`src/rtl/project_ctrl.sv`:
```
// Frame controller for the triangle projection pipeline: fetches each triangle, lets the
// external projection path settle, forwards unclipped results downstream, and tracks angles.
module project_ctrl #(
  parameter int WI     = 8,
  parameter int WF     = 8,
  parameter int WIIA   = 4,
  parameter int WIFA   = 8,
  parameter int AW     = 10,
  parameter int SETTLE = 4
) (
  input  logic                              Clk,
  input  logic                              Reset,
  input  logic                              frame_start,
  input  logic [AW-1:0]                     num_tri,
  input  logic [WIIA+WIFA-1:0]              angle_step,
  output logic [AW-1:0]                     tri_addr,
  output logic                              tri_rd,
  input  logic [9*(WI+WF)-1:0]              tri_data,
  output logic [2:0][2:0][WI+WF-1:0]        orig_triangle,
  output logic [WIIA+WIFA-1:0]              alpha,
  output logic [WIIA+WIFA-1:0]              beta,
  output logic [WIIA+WIFA-1:0]              gamma,
  input  logic [2:0][1:0][9:0]              proj_triangle,
  input  logic                              clip,
  output logic [59:0]                       out_triangle,
  output logic                              out_valid,
  input  logic                              out_ready,
  output logic                              busy,
  output logic                              frame_done,
  output logic [AW-1:0]                     drop_count,
  output logic                              overrun
);

  localparam int AN         = WIIA + WIFA;
  localparam int TWO_PI_INT = $rtoi(6.283185307179586 * (2.0 ** WIFA) + 0.5);
  localparam logic [AN:0]   TWO_PI      = TWO_PI_INT[AN:0];
  localparam logic [3:0]    SETTLE_LAST = 4'(SETTLE - 1);
  localparam logic [AW-1:0] ONE_AW      = 1;
  localparam logic [AW:0]   ONE_AW1     = 1;

  typedef enum logic [2:0] {
    S_IDLE,
    S_FETCH,
    S_LOAD,
    S_SETTLE,
    S_EMIT,
    S_DONE
  } state_t;

  state_t        state;
  state_t        state_nxt;
  logic [AW-1:0] ntri_q;
  logic [AW-1:0] index;
  logic [3:0]    settle_cnt;
  logic          accept;
  logic          has_tri;
  logic          last_settle;
  logic          last_tri;
  logic          advance;

  // Wrap once at 2*pi; a single subtraction is enough for any step below 2*pi.
  function automatic logic [AN-1:0] angle_add(input logic [AN-1:0] a, input logic [AN-1:0] b);
    logic [AN:0] s;
    s = {1'b0, a} + {1'b0, b};
    if (s >= TWO_PI) s = s - TWO_PI;
    return s[AN-1:0];
  endfunction

  always_comb begin
    accept      = (state == S_IDLE) && frame_start;
    has_tri     = (ntri_q != '0);
    last_settle = (state == S_SETTLE) && (settle_cnt == SETTLE_LAST);
    last_tri    = (({1'b0, index} + ONE_AW1) == {1'b0, ntri_q});
    advance     = ((state == S_EMIT) && out_ready) || (last_settle && clip);
  end

  always_ff @(posedge Clk or posedge Reset) begin
    if (Reset) state <= S_IDLE;
    else       state <= state_nxt;
  end

  // An empty frame spends its FETCH cycle without a read and goes straight to DONE.
  always_comb begin
    state_nxt  = state;
    tri_rd     = 1'b0;
    tri_addr   = '0;
    out_valid  = 1'b0;
    busy       = 1'b1;
    frame_done = 1'b0;
    unique case (state)
      S_IDLE: begin
        busy = 1'b0;
        if (frame_start) state_nxt = S_FETCH;
      end
      S_FETCH: begin
        if (has_tri) begin
          tri_rd    = 1'b1;
          tri_addr  = index;
          state_nxt = S_LOAD;
        end else begin
          state_nxt = S_DONE;
        end
      end
      S_LOAD: state_nxt = S_SETTLE;
      S_SETTLE: begin
        if (last_settle) begin
          if (!clip)        state_nxt = S_EMIT;
          else if (last_tri) state_nxt = S_DONE;
          else              state_nxt = S_FETCH;
        end
      end
      S_EMIT: begin
        out_valid = 1'b1;
        if (out_ready) state_nxt = last_tri ? S_DONE : S_FETCH;
      end
      S_DONE: begin
        frame_done = 1'b1;
        state_nxt  = S_IDLE;
      end
      default: state_nxt = S_IDLE;
    endcase
  end

  always_ff @(posedge Clk or posedge Reset) begin
    if (Reset) begin
      ntri_q        <= '0;
      index         <= '0;
      settle_cnt    <= '0;
      drop_count    <= '0;
      alpha         <= '0;
      beta          <= '0;
      gamma         <= '0;
      orig_triangle <= '0;
      out_triangle  <= '0;
      overrun       <= 1'b0;
    end else begin
      if (accept) begin
        ntri_q     <= num_tri;
        index      <= '0;
        drop_count <= '0;
        alpha      <= angle_add(alpha, angle_step);
        beta       <= angle_add(beta, angle_step);
        gamma      <= angle_add(gamma, angle_step >> 1);
      end
      if (frame_start && (state != S_IDLE)) overrun <= 1'b1;
      if (state == S_LOAD) begin
        orig_triangle <= tri_data;
        settle_cnt    <= '0;
      end
      if (state == S_SETTLE) settle_cnt <= settle_cnt + 4'd1;
      if (last_settle && !clip) out_triangle <= proj_triangle;
      if (last_settle && clip && (drop_count != '1)) drop_count <= drop_count + ONE_AW;
      if (advance) index <= index + ONE_AW;
    end
  end

endmodule

```
`config.mk`:
```
export PLATFORM = sky130hd
export DESIGN_NAME = project_ctrl
export DESIGN_NICKNAME = d
export VERILOG_FILES = /design/src/rtl/project_ctrl.sv
export SDC_FILE = /design/constraint.sdc
export NUM_CORES = 1
export LEC_CHECK = 0
export BUFFER_PORTS_ARGS = -buffer_cell sky130_fd_sc_hd__buf_2
export CAP_MARGIN = 30
export CORE_AREA = 3 3 193 195
export DETAILED_ROUTE_END_ITERATION = 12
export DIE_AREA = 0 0 196 198
export MAX_ROUTING_LAYER = met4
export PLACE_DENSITY = 0.73
export SLEW_MARGIN = 20
export SYNTH_ARGS = -nofsm -noshare
export SYNTH_HDL_FRONTEND = slang
export SYNTH_SLANG_ARGS = --single-unit
```
`constraint.sdc`:
```
create_clock -name Clk -period 9.1 [get_ports Clk]
set_clock_uncertainty 0.1 [all_clocks]
set_input_delay 1.82 -clock Clk [delete_from_list [all_inputs] [get_ports Clk]]
set_output_delay 1.82 -clock Clk [all_outputs]
set_load 0.01 [all_outputs]
```
==> flow_metrics.tcl, run 1 <==
set metrics [dict create \
    p_per_area_nw_per_um2 385 \
    worstPathRequired_ns 9.45 \
    grt_max_degree 84 \
    fmax_mhz 201 \
    ys_types 85 \
    ys.flop_type "dfrtp_1" \
    vias_per_cell 5.07 \
    hold_path_class "reg -> reg" \
    outcome "complete, no violations" \
    firstDrtPassIters 5 \
    postCtsHoldBufs 0 \
    grt_overflow 0 \
    drv_cap 0 \
    layout.nets 1902 \
    cts_tree "done" \
    yosys_warnings 0 \
    r2r_start "alpha[0]" \
    r2r_slack_ns 5.11 \
    cp_max_fo 7 \
    syn-cell-area_um2 13400 \
    tightest_slew_ns 0.804 \
    internal_power_w 0.00408 \
    avgSynthCellArea_um2 11.8 \
    setup_violations 0 \
    drt-initial-drc-count 439 \
    switching_power_w 0.00262 \
    cpPeakStageDelay_ns 0.50 \
    core_um2 35600 \
    dp.cells 2053 \
    synth_nets 1405 \
    routed_wl_um 39800 \
    startpoint_type "input port" \
    sw_frac_of_total_pct 39.1 \
    cts_buffers 31 \
    crit_start "angle_step[0]" \
    ys_ff_latch 278 \
    clockRootBuffer "clkbuf_16" \
    rsz0062_at_grt "no" \
    dp_hpwl_um 31000 \
    start_util_pct 37.6 \
    endpoint_kind "flip-flop" \
    clock_latency_ns 0.56 \
    wl_per_cell_um 18.8 \
    die_width_um 196 \
    hold_viol 0 \
    cp_data_arrival_time_ns 5.32 \
    cts-htree-levels 1 \
    critical_path.endpoint "alpha[9]" \
    grtUsageTotal_pct 19.9 \
    antenna_found_initial 13 \
    fin_setup_tns_ns 0 \
    hold_slack_ns 0.362 \
    path_cells "buf_2 > ha_1 > fa_1 > a21o_1 > a21oi_1 > xor2_1 > ha_1 > inv_1 > a2111oi_0 > and4bb_2 > o31ai_2 > a21oi_1 > xnor2_1 > mux2_2" \
    pwr-share-clk_pct 18.3 \
    portBuffers 495 \
    pwr-share-seq_pct 32.8 \
    grt_pass1_wl_um 60000 \
    instances_no_fill 2118 \
    globalplace.congestion 0.868 \
    leakage_nw 8.56 \
    ys_seq_area_share_pct 52.0 \
    finalCritPeriodShare_pct 54.6 \
    die_h_um 198 \
    vdd_drop_max_uv 265 \
    critical-path-slowest-cell "o31ai_2" \
    fp-row-count 69 \
    netlist_instances 1130 \
    area_growth_pct 30.3 \
    ctsResizeCount 0 \
    postCtsSetupRepairBufs 0 \
    slew_viol_final 0 \
    max_slew_margin_pct 46.4 \
    pwr-share-comb_pct 48.9 \
    drc 0 \
    synth_edf_count 0 \
    drive_gt1_share_pct 48.4 \
    die_area_um2 38800 \
    cts_buffer_depth 3 \
    grt_pass1_vias 10900 \
    ios 496 \
    detail-route-antenna-nets 0 \
    async_flop_share_pct 100 \
    post-route-min-period_ns 4.97 \
    critPathKind "in -> reg" \
    reg2reg_to "alpha[9]" \
    clkSinkCount 278 \
    r2r_cells 13 \
    cts.clk_slew.worst_paths_ns 0.06 \
    vias 10700 \
]
[cells in the mapped netlist, types with 5 or more instances]
cell type | instances | area share, %
dfrtp_1 | 278 | 52
mux2_2 | 206 | 17
nand2_1 | 113 | 3.2
o21ai_0 | 61 | 2.3
ha_1 | 41 | 3.8
clkbuf_1 | 40 | 1.1
nor2_1 | 39 | 1.1
a21oi_1 | 37 | 1.4
xnor2_1 | 36 | 2.4
xor2_1 | 23 | 1.5
inv_1 | 22 | 0.62
nand3_1 | 19 | 0.71
and2_1 | 18 | 0.84
and3_1 | 16 | 0.75
nor3_1 | 16 | 0.60
a21o_1 | 12 | 0.67
nand2b_1 | 11 | 0.51
a31oi_1 | 8 | 0.37
o31ai_1 | 7 | 0.39
o21a_1 | 6 | 0.34
o21ai_1 | 6 | 0.22
o21bai_1 | 6 | 0.34
nand4_1 | 5 | 0.23
nor4_1 | 5 | 0.23
[sequential cells by signal, indices dropped and copies added (netlist names), 3 cells and up]
signal / flops
beta: 12
orig_triangle: 144
gamma: 12
state: 3
alpha: 12
settle_cnt: 4
index: 10
out_triangle: 60
ntri_q: 10
drop_count: 10
[worst min-delay path by stage]
stage	start	end	slack (ns)	cells after the start
5_1_grt	overrun	overrun	0.38	1
6_report	overrun	overrun	0.36	1
4_1_cts	overrun	overrun	0.36	1
3_5_place_dp	overrun	overrun	0.34	1
2_1_floorplan	settle_cnt[1]	settle_cnt[1]	0.38	2
3_3_place_gp	overrun	overrun	0.34	1
[logic make-up after synthesis]
family                   after synthesis  synth area share [%]
AO/OA/AOI/OAI                        197                  10.1
XOR/XNOR                              60                  3.98
adder cells (fa/ha/maj)               44                  4.28
buffers and inverters                 66                  2.02
flip-flops                           278                  52.0
multiplexers                         209                  17.6
AND/OR/NAND/NOR                      276                  10.1
[cells in the final DEF (no fill, tap or decap), drive strengths merged, types with 3 or more instances in the layout]
master    instances
a2111oi           6
a211oi            5
a21o             12
a21oi            40
a22o              4
a31o              3
a31oi             8
and2             19
and3             16
buf             508
clkbuf           41
clkinv            9
clkinvlp          3
dfrtp           278
diode             8
fa                3
ha               41
inv              22
mux2            207
nand2           114
nand2b           11
nand3            19
nand3b            3
nand4             5
nor2             39
nor2b             4
nor3             16
nor3b             3
nor4              5
o211ai            4
o21a              6
o21ai            68
o21bai            7
o31ai             8
or2               4
xnor2            36
xor2             24
[per-layer routing]
layer	global-route usage (%)	wire length (um)
met2	34.1	20500
met5	-	0
met1	23.4	15700
met4	6.13	992
met3	4.65	2610
[layout make-up]
type                       instances  area (um^2)
sequential                       278         6960
clock inverter                    14          129
fill                            3299        18100
inverter                          22         86.3
clock buffer                      41          863
antenna                            8         20.0
multi-input combinational        786         6170
tap                              461          577
timing repair buffer             508         2640
[metrics by stage]
stage	area, um^2	power (W)	utilization (%)	worst slack, ns
after floorplan	13400	0.00437	-	3.50
after global placement	16300	0.00538	45.9	3.72
after detailed placement	16400	0.00548	46.0	3.61
after CTS	17400	0.00675	48.8	4.19
after global routing	17400	0.00718	49.0	3.81
final	17400	0.00671	49.0	4.13
[worst max-delay path: cells and delay by family]
kind / cells / cell delay (ns)
buf+inv: 2 / 0.17
fa+ha+maj: 3 / 0.94
xor+xnor: 2 / 0.44
compound gates: 5 / 1.37
simple gates: 1 / 0.32
mux: 1 / 0.26
[power by group through the flow]
stage,logic (W),clock network [W],registers (W)
floorplan,0.00197,0,0.00240
global placement,0.00319,0,0.00218
detailed placement,0.00327,0,0.00221
CTS,0.00329,0.00126,0.00220
global route,0.00359,0.00131,0.00228
finish,0.00328,0.00123,0.00220
Note: power is estimated with default switching activity, not from simulation.
==> run 2, diff against run 1 <==
==> constraint.sdc (replaced) <==
create_clock -name Clk -period 4.4 [get_ports Clk]
set_clock_uncertainty 0.1 [all_clocks]
set_input_delay 0.88 -clock Clk [delete_from_list [all_inputs] [get_ports Clk]]
set_output_delay 0.88 -clock Clk [all_outputs]
set_load 0.01 [all_outputs]
==> run 2 against run 1 <==
Net effect: clock-buffer cell count rose by 7; sequential power rose by 110%; first-iteration DRC count rose by 2.3%; core utilization rose by 0.27 points; sequential cell count did not move; critical path type unchanged; critical endpoint unchanged.
==> flow_metrics.tcl, run 2 (synthesis results as in run 1) <==
set metrics [dict create \
    outcome "complete, no violations" \
    cts.clk_slew.worst_paths_ns 0.06 \
    cts_buffers 31 \
    cts_buffer_depth 3 \
    cpPeakStageDelay_ns 0.44 \
    cp_data_arrival_time_ns 4.21 \
    p_per_area_nw_per_um2 803 \
    critical-path-slowest-cell "fa_1" \
    slew_viol_final 0 \
    layout_common_cells "buf_2 (495), dfrtp_1 (278), mux2_2 (206)" \
    drc 0 \
    wl_per_cell_um 18.9 \
    top_regs "orig_triangle (144), out_triangle (60)" \
    final_core_utilization_pct 49.3 \
    hold_viol 0 \
    path_cells "buf_2 > ha_1 > fa_1 > a21o_1 > a21oi_1 > xor2_1 > ha_1 > inv_1 > a2111oi_0 > and4bb_2 > o31ai_2 > buf_4 > a21oi_1 > xnor2_1 > mux2_2" \
    drt-initial-drc-count 449 \
    clkSinkCount 278 \
    ios 496 \
    die_width_um 196 \
    hold_slack_ns 0.239 \
    drive_gt1_share_pct 48.4 \
    globalplace.congestion 0.850 \
    max_flop_register "orig_triangle" \
    regArea_um2 6960 \
    rsz0062_at_grt "no" \
    endpoint_kind "flip-flop" \
    detail-route-antenna-nets 0 \
    die_area_um2 38800 \
    n_fill_cell 3223 \
    postCtsHoldBufs 0 \
    clock_latency_ns 0.56 \
    startpoint_type "input port" \
    hold_path_class "in -> async" \
    vdd_drop_max_uv 513 \
    place_area_um2 16400 \
    tightest_slew_ns 0.906 \
    fmax_mhz 259 \
    clockRootBuffer "clkbuf_16" \
    multi_input_area_um2 6170 \
    dp_hpwl_um 31300 \
    leakage_nw 8.60 \
    ctsResizeCount 0 \
    crit_buf_inv 3 \
    grt_pass1_wl_um 60100 \
    vias_per_cell 5.08 \
    portBuffers 495 \
    worstPathRequired_ns 4.75 \
    start_util_pct 37.6 \
    drv_cap 0 \
    place_ws_ns -0.0111 \
    critPathTopFamily "compound AO/OA/AOI/OAI gates" \
    grt_pass1_vias 10900 \
    fin_area_um2 17500 \
    core_um2 35600 \
    fp-row-count 69 \
    largest_reg_flops 144 \
    area_growth_pct 31.0 \
    cp_max_fo 4 \
    die_h_um 198 \
    antenna_found_initial 12 \
    grt_overflow 0 \
    max_slew_margin_pct 39.6 \
    routed_wl_um 40100 \
    grt_max_degree 116 \
    layout_commonest_cell "buf_2" \
    finalCritPeriodShare_pct 87.7 \
    vias 10800 \
    cts-htree-levels 1 \
    grtUsageTotal_pct 20.1 \
    firstDrtPassIters 5 \
    setup_violations 0 \
    layout.nets 1905 \
    cts_tree "done" \
    postCtsSetupRepairBufs 0 \
    post-route-min-period_ns 3.86 \
    layout_setup_ws_ns 0.540 \
    critPathKind "in -> reg" \
]
run 2: changes by cell type in the layout (fill, tap and decap cells not counted), moves of 2 or more:
| cell | previous run | this run |
|---|---|---|
| clkinv_2 | 9 | 2 |
| clkbuf_1 | 5 | 7 |
| buf_16 | 3 | 0 |
| buf_12 | 0 | 4 |
| buf_4 | 10 | 12 |
| clkbuf_8 | 5 | 10 |
| diode_2 | 8 | 10 |
run 2: path summary, 6_finish.rpt:
check                      cells after the start           from                 end  slack, ns
hold reg to reg                                1        overrun             overrun       0.37
setup / recovery                              15  angle_step[0]            alpha[9]       0.54
min in group Clk                               1        overrun             overrun       0.37
hold / removal                                 2          Reset   orig_triangle[32]       0.24
setup reg to reg                              14       alpha[0]            alpha[9]       0.58
max in group asynchronous                      3          Reset  orig_triangle[133]       3.03
run 2: layout make-up:
| cell class | count | area share, % |
|---|---|---|
| repair buffers | 511 | 15.1 |
| clock buffers | 48 | 5.36 |
| well taps | 461 | 3.29 |
| clock inverters | 9 | 0.749 |
| flip-flops and latches | 278 | 39.7 |
| diodes | 10 | 0.143 |
| inverters | 22 | 0.492 |
| multi-input cells | 786 | 35.2 |
run 2: routing by layer:
layer	vias up	global-route usage, %	share of wire (%)
met1	5277	24.0	40
met4	0	7.16	3.4
met2	358	33.6	50
met3	83	4.32	6.8
met5	-	-	0
li1	5067	-	-
run 2: metrics by stage:
step | total power [W] | TNS (ns) | cells
final | 0.0141 | 0 | 2125
after global routing | 0.0151 | 0 | 2124
after CTS | 0.0142 | 0 | 2115
after detailed placement | 0.0114 | -0.0136 | 2058
after global placement | 0.0112 | 0 | 2058
after floorplan | 0.00904 | -72.10 | 1130
run 2: worst register-to-register path: stages (launching register included):
cell       delay [ns]
dfrtp_1          0.40
ha_1             0.24
fa_1             0.44
a21o_1           0.19
a21oi_1          0.17
xor2_1           0.26
ha_1             0.24
inv_1            0.06
a2111oi_0        0.38
and4bb_2         0.33
o31ai_2          0.29
buf_4            0.17
a21oi_1          0.07
xnor2_1          0.14
mux2_2           0.26
run 2: power breakdown:
group          switching, W  total (W)  internal (W)
clock               0.00106    0.00269       0.00164
sequential         0.000778    0.00454       0.00376
combinational       0.00362    0.00684       0.00322
total               0.00546     0.0141       0.00862
